<file path="config.mk">
export PLATFORM = sky130hd
export DESIGN_NAME = layer_1_relu_serializer
export DESIGN_NICKNAME = d
export VERILOG_FILES = /design/src/rtl/layer_1_pkg.sv /design/src/rtl/layer_1_relu_quant.sv /design/src/rtl/layer_1_relu_serializer.sv
export SDC_FILE = /design/constraint.sdc
export NUM_CORES = 1
export LEC_CHECK = 0
export BUFFER_PORTS_ARGS = -buffer_cell sky130_fd_sc_hd__buf_2
export CAP_MARGIN = 20
export CORE_UTILIZATION = 30
export DETAILED_ROUTE_END_ITERATION = 6
export GPL_TIMING_DRIVEN = 1
export RECOVER_POWER = 25
export SLEW_MARGIN = 25
export SYNTH_ARGS = -nofsm -noshare
export SYNTH_HDL_FRONTEND = slang
export SYNTH_SLANG_ARGS = --single-unit
</file>
<file path="constraint.sdc">
create_clock -name clk -period 4.58 [get_ports clk]
set_input_delay 0.229 -clock clk [delete_from_list [all_inputs] [get_ports clk]]
set_output_delay 0.229 -clock clk [all_outputs]
set_load 0.02 [all_outputs]
</file>
<file path="src/rtl/layer_1_pkg.sv">
// Shared layer-1 constants: neuron count, index width, FSM states, Q12.4 formats.
// Latency: n/a (definitions only).
// Backpressure: n/a.
package layer_1_pkg;

    localparam int LAYER_1_NEURONS = 20;
    localparam int L1_IDX_W        = 5;

    // Accumulator format from the bias-add stage is Q12.4; activations are 8-bit.
    localparam int L1_SIZE     = 16;
    localparam int L1_OUT_SIZE = 8;
    localparam int L1_SHIFT    = 4;

    localparam logic [L1_IDX_W-1:0] L1_LAST_IDX = L1_IDX_W'(LAYER_1_NEURONS - 1);

    typedef enum logic {
        IDLE   = 1'b0,
        STREAM = 1'b1
    } l1_state_t;

endpackage

</file>
<file path="src/rtl/layer_1_relu_quant.sv">
// One lane of ReLU plus requantisation: drop SHIFT fractional bits, clamp to signed max.
// Latency: purely combinational.
// Backpressure: none.
module layer_1_relu_quant #(
    parameter int SIZE     = 16,
    parameter int OUT_SIZE = 8,
    parameter int SHIFT    = 4
) (
    input  logic [SIZE-1:0]     acc_i,
    output logic [OUT_SIZE-1:0] act_o
);

    // Largest positive activation, widened so it compares against the full shifted value.
    localparam logic [SIZE-1:0] MAX_Q = SIZE'((1 << (OUT_SIZE - 1)) - 1);

    logic [SIZE-1:0] shifted;

    // Only used for non-negative inputs, so a logical shift is a floor.
    assign shifted = acc_i >> SHIFT;

    // Negative -> 0, too large -> saturate, otherwise keep the low bits.
    always_comb begin
        act_o = '0;
        if (acc_i[SIZE-1]) begin
            act_o = '0;
        end else if (shifted > MAX_Q) begin
            act_o = MAX_Q[OUT_SIZE-1:0];
        end else begin
            act_o = shifted[OUT_SIZE-1:0];
        end
    end

endmodule

</file>
<file path="src/rtl/layer_1_relu_serializer.sv">
// Captures 20 quantised accumulators on start and streams them in index order over valid/ready.
// Latency: first element valid the cycle after start; one element per cycle with ready held high.
// Backpressure: outputs held while out_ready is low; start outside IDLE is dropped and flags overrun.
module layer_1_relu_serializer
    import layer_1_pkg::*;
#(
    parameter int SIZE     = L1_SIZE,
    parameter int OUT_SIZE = L1_OUT_SIZE,
    parameter int SHIFT    = L1_SHIFT
) (
    input  logic                clk,
    input  logic                reset,
    input  logic                start,
    input  logic [SIZE-1:0]     layer_1_input_1,
    input  logic [SIZE-1:0]     layer_1_input_2,
    input  logic [SIZE-1:0]     layer_1_input_3,
    input  logic [SIZE-1:0]     layer_1_input_4,
    input  logic [SIZE-1:0]     layer_1_input_5,
    input  logic [SIZE-1:0]     layer_1_input_6,
    input  logic [SIZE-1:0]     layer_1_input_7,
    input  logic [SIZE-1:0]     layer_1_input_8,
    input  logic [SIZE-1:0]     layer_1_input_9,
    input  logic [SIZE-1:0]     layer_1_input_10,
    input  logic [SIZE-1:0]     layer_1_input_11,
    input  logic [SIZE-1:0]     layer_1_input_12,
    input  logic [SIZE-1:0]     layer_1_input_13,
    input  logic [SIZE-1:0]     layer_1_input_14,
    input  logic [SIZE-1:0]     layer_1_input_15,
    input  logic [SIZE-1:0]     layer_1_input_16,
    input  logic [SIZE-1:0]     layer_1_input_17,
    input  logic [SIZE-1:0]     layer_1_input_18,
    input  logic [SIZE-1:0]     layer_1_input_19,
    input  logic [SIZE-1:0]     layer_1_input_20,
    output logic [OUT_SIZE-1:0] out_data,
    output logic [L1_IDX_W-1:0] out_index,
    output logic                out_valid,
    input  logic                out_ready,
    output logic                out_last,
    output logic                busy,
    output logic                overrun
);

    logic [SIZE-1:0]     lane_in [LAYER_1_NEURONS];
    logic [OUT_SIZE-1:0] quant_d [LAYER_1_NEURONS];
    logic [OUT_SIZE-1:0] bank_q  [LAYER_1_NEURONS];

    l1_state_t           state_q;
    logic [L1_IDX_W-1:0] count_q;
    logic [L1_IDX_W-1:0] count_d;
    logic [OUT_SIZE-1:0] out_data_q;
    logic                out_last_q;
    logic                overrun_q;

    assign lane_in[0]  = layer_1_input_1;
    assign lane_in[1]  = layer_1_input_2;
    assign lane_in[2]  = layer_1_input_3;
    assign lane_in[3]  = layer_1_input_4;
    assign lane_in[4]  = layer_1_input_5;
    assign lane_in[5]  = layer_1_input_6;
    assign lane_in[6]  = layer_1_input_7;
    assign lane_in[7]  = layer_1_input_8;
    assign lane_in[8]  = layer_1_input_9;
    assign lane_in[9]  = layer_1_input_10;
    assign lane_in[10] = layer_1_input_11;
    assign lane_in[11] = layer_1_input_12;
    assign lane_in[12] = layer_1_input_13;
    assign lane_in[13] = layer_1_input_14;
    assign lane_in[14] = layer_1_input_15;
    assign lane_in[15] = layer_1_input_16;
    assign lane_in[16] = layer_1_input_17;
    assign lane_in[17] = layer_1_input_18;
    assign lane_in[18] = layer_1_input_19;
    assign lane_in[19] = layer_1_input_20;

    // Quantise ahead of the bank so only OUT_SIZE bits per lane are stored.
    for (genvar g = 0; g < LAYER_1_NEURONS; g++) begin : g_lane
        layer_1_relu_quant #(
            .SIZE     (SIZE),
            .OUT_SIZE (OUT_SIZE),
            .SHIFT    (SHIFT)
        ) u_quant (
            .acc_i (lane_in[g]),
            .act_o (quant_d[g])
        );
    end

    assign count_d = count_q + 1'b1;

    // FSM, capture bank, registered output element and sticky overrun flag.
    always_ff @(posedge clk or negedge reset) begin
        if (!reset) begin
            state_q    <= IDLE;
            count_q    <= '0;
            out_data_q <= '0;
            out_last_q <= 1'b0;
            overrun_q  <= 1'b0;
            for (int i = 0; i < LAYER_1_NEURONS; i++) begin
                bank_q[i] <= '0;
            end
        end else if (state_q == IDLE) begin
            if (start) begin
                state_q    <= STREAM;
                count_q    <= '0;
                bank_q     <= quant_d;
                out_data_q <= quant_d[0];
                out_last_q <= 1'b0;
            end
        end else begin
            // A start while streaming is dropped; the bank keeps the current frame.
            if (start) begin
                overrun_q <= 1'b1;
            end
            if (out_ready) begin
                if (count_q == L1_LAST_IDX) begin
                    state_q    <= IDLE;
                    out_last_q <= 1'b0;
                end else begin
                    count_q    <= count_d;
                    out_data_q <= bank_q[count_d];
                    out_last_q <= (count_d == L1_LAST_IDX);
                end
            end
        end
    end

    assign out_valid = (state_q == STREAM);
    assign busy      = (state_q == STREAM);
    assign out_data  = out_data_q;
    assign out_index = count_q;
    assign out_last  = out_last_q;
    assign overrun   = overrun_q;

endmodule

</file>
==> flow_summary_export.csv <==
group,metric,value,unit
placed_design,placed_cell_area,10400,um2
cells_and_area,instances_no_fill,1497,
cells_and_area,fin_nets,1426,
worst_setup_path,cp-start-kind,"flip-flop",
detailed_routing,avgViaCountPerCell,4.84,
synth,synth.avg_cell_area,10.0,um2
sta,fmax,0.337,GHz
synth,netlist_area,8830,um2
sta,fin_crit,2.97,ns
placed_design,dpl.hpwl,17.9,mm
clock_network,cts_htree_levels,4,
placed_design,io_buffers,260,
sta,drv_slew,76,
cells_and_area,fin_util,38.0,%
pwr,p_sw,1.92,mW
sta,maxSlewHeadroom,-34.4,%
cells_and_area,drive_above_1_share,30.6,%
worst_setup_path,critical_path_class,"reg2reg",
worst_setup_path,reg2reg_slack,1.61,ns
die,initial_core_util,30.6,%
die,die_h,174,um
global_routing,grt.total_usage,16.4,%
placed_design,gp_congestion,0.789,
synth,seq_area_frac_synth,49.9,%
clock_network,cts_buffer_depth,2,
sta,fin_skew,0.0143,ns
global_routing,antenna_found_initial,0,
outcome,outcome,"finished, violations left",
worst_hold_path,hold_path.class,"in2reg",
detailed_routing,drt_iter0_drc,435,
worst_setup_path,crit_fanout,26,
sta,fin_tns_setup,0,ns
pwr,sw_frac_of_total,35.2,%
worst_setup_path,rr_endpoint,"out_data[6]",
pwr,seq_power_share,40.1,%
worst_hold_path,holdPathStages,2,
worst_hold_path,min_to,"overrun",
die,die_x,174,um
sta,finalCritPeriodShare,64.8,%
global_routing,grt_pass1_vias,7052,
synth,yosys_most_used_dff,"dfrtp_1",
clock_network,clock_latency,0.43,ns
synth,syn-num-nets,1208,
clock_network,postCtsResizedCells,0,
detailed_routing,dr.pass1.iters,5,
worst_setup_path,ff2ff_path_depth,6,
detailed_routing,drc,0,
global_routing,grt_max_degree,179,
pwr,pwr_density_cell,498,nW/um2
pwr,p_int,3.54,mW
die,pin_count,341,
sta,setup_viol,0,
synth,synth-edff-count,0,
run,maxCapViolations,1,
die,num_rows,62,
synth,ys_types,46,
clock_network,ctsRootBufferMaster,"clkbuf_16",
pwr,ir_worst_vdd,0.000284,V
worst_setup_path,crit_arrival,3.23,ns
detailed_routing,wl,24.4,mm
die,core,28900,um2
clock_network,cts_sinks,176,
global_routing,grt_pass1_wl,38.2,mm
synth,async_reset_ff_share,100,%
sta,worstMarginPinSlew,2.02,ns
die,die_area,30100,um2
synth,yosys_warnings,0,
worst_setup_path,cp-end-kind,"flip-flop",
cells_and_area,design_area,11000,um2
detailed_routing,vias,7244,
synth,syn_inst,882,
cells_and_area,area_growth,24.2,%
placed_design,pre_cts_slack,1.62,ns
pwr,power_frac_clock,26.9,%
cells_and_area,num_antenna_cells,0,
worst_hold_path,min-delay-start,"start",
sta,hold_viol,0,
placed_design,place_inst,1463,
pwr,pwr-share-comb,33.1,%
detailed_routing,avgRoutedWirePerCell,16.3,um
sta,grt_setup_unrepaired,"false",
worst_setup_path,r2r-start,"out_index[0]",
sta,finalWorstSetupSlack,1.61,ns
outcome,violations,"max-capacitance violations, max-slew violations",
synth,yosys_register_bits,176,
worst_setup_path,cp.required,4.85,ns
clock_network,tritoncts,"done",
pwr,leakagePower,5.18,nW
clock_network,cts.clk_slew.worst_paths,0.07,ns
detailed_routing,postRouteAntennaNets,0,
global_routing,overflow,0,
clock_network,cts_made_buffers,17,
==> synth_stat cells, types with 2 or more instances <==
| cell | number | area, um2 |
|---|---|---|
| a21o_1 | 2 | 15.0 |
| a21oi_1 | 8 | 40.0 |
| and2_1 | 20 | 125 |
| buf_1 | 6 | 22.5 |
| buf_2 | 8 | 40.0 |
| buf_4 | 3 | 22.5 |
| buf_6 | 5 | 56.3 |
| clkbuf_1 | 45 | 169 |
| dfrtp_1 | 176 | 4400 |
| ha_1 | 2 | 25.0 |
| mux2_2 | 9 | 101 |
| mux2i_1 | 2 | 20.0 |
| mux4_1 | 4 | 105 |
| mux4_2 | 36 | 811 |
| nand2_1 | 182 | 683 |
| nand3_1 | 6 | 30.0 |
| nand3b_1 | 2 | 15.0 |
| nor2_1 | 163 | 612 |
| nor3_1 | 19 | 95.1 |
| o21ai_0 | 11 | 55.1 |
| o21ai_1 | 3 | 15.0 |
| o221ai_1 | 6 | 52.6 |
| o311ai_1 | 7 | 61.3 |
| o31ai_1 | 134 | 1010 |
| xor2_1 | 2 | 17.5 |
==> metal layers <==
metal  track usage, %  vias up  share of wire (%)
met3             2.48       23                3.9
li1                 -     3568                  -
met2             26.9      190                 48
met4             4.71        0                1.9
met5                0        -                  0
met1             22.3     3463                 46
==> how the worst max path moves through the flow <==
| stage | startpoint | depth (start not counted) | endpoint |
|---|---|---|---|
| 2_1_floorplan | out_index[0] | 9 | out_data[6] |
| 3_3_place_gp | out_index[0] | 6 | out_data[4] |
| 3_5_place_dp | out_index[0] | 6 | out_data[6] |
| 4_1_cts | out_index[0] | 6 | out_data[6] |
| 5_1_grt | out_index[0] | 6 | out_data[6] |
| 6_report | out_index[0] | 6 | out_data[6] |
==> power by group through the flow <==
stage               sequential [mW]  combinational, mW  clock (mW)
finish                         2.19               1.81        1.47
global route                   2.24               1.97        1.57
CTS                            2.19               1.83        1.50
detailed placement             2.22               1.83           0
global placement               2.21               1.80           0
floorplan                      2.14               1.30           0
==> registers in the layout, indices dropped and copies added (netlist names) <==
| name | cells |
|---|---|
| out_data | 8 |
| busy | 1 |
| out_index | 5 |
| out_last | 1 |
| bank_q | 160 |
| overrun | 1 |
==> critical path, stage by stage, from the launching register on <==
cell and delay (ns):
dfrtp_2 0.72, inv_1 0.10, ha_2 0.80, buf_4 0.40, mux4_2 0.38, a21oi_1 0.26
o311ai_1 0.13
==> through the flow <==
step,power [mW],hold WS [ns]
floorplan,3.43,-0.0666
CTS,5.53,0.0697
global route,5.78,0.0754
detailed placement,4.05,0.323
global placement,4.01,0.326
finish,5.47,0.0864
==> placed cells by master, fill, tap and decap left out, types with 2 or more instances in the layout <==
cell type and instances:
buf_2 244, nand2_1 182, dfrtp_1 175, nor2_1 163, o31ai_1 134, mux4_2 36, and2_1 20, nor3_1 19
clkbuf_16 17, clkbuf_1 15, o21ai_0 11, mux2_2 9, a21oi_1 8, o311ai_1 7, nand3_1 6, o221ai_1 6
mux4_1 4, o21ai_1 3, clkinv_4 3, inv_8 3, inv_6 3, clkinv_8 3, xor2_1 2, mux2i_1 2
nand3b_1 2, a21o_1 2, clkinv_2 2, dlygate4sd3_1 2, buf_4 2, buf_12 2
==> final cells by class <==
class                           instances  area [um2]
Clock buffer                           17         425
Clock inverter                         15         175
Fill cell                            2951       17900
Inverter                                1        3.75
Multi-Input combinational cell        637        4110
Sequential cell                       176        4410
Tap cell                              384         480
Timing Repair Buffer                  267        1370
==> logic make-up (layout without fill, tap and decap cells) <==
logic type | after synthesis | in the layout | share of synthesized area (%)
AND/OR/NAND/NOR | 403 | 403 | 18.8
AO/OA/AOI/OAI | 177 | 177 | 15.0
flip-flops | 176 | 176 | 49.9
buffers and inverters | 69 | 300 | 3.72
multiplexers | 51 | 51 | 11.7
XOR/XNOR | 4 | 4 | 0.609
adder cells (fa/ha/maj) | 2 | 2 | 0.283
==> timing repair <==
item                      CTS  global route
hold endpoints to repair   76             0
setup buffers               0             0
hold buffers                2             0
No activity file was read; power rests on OpenSTA's default activity.
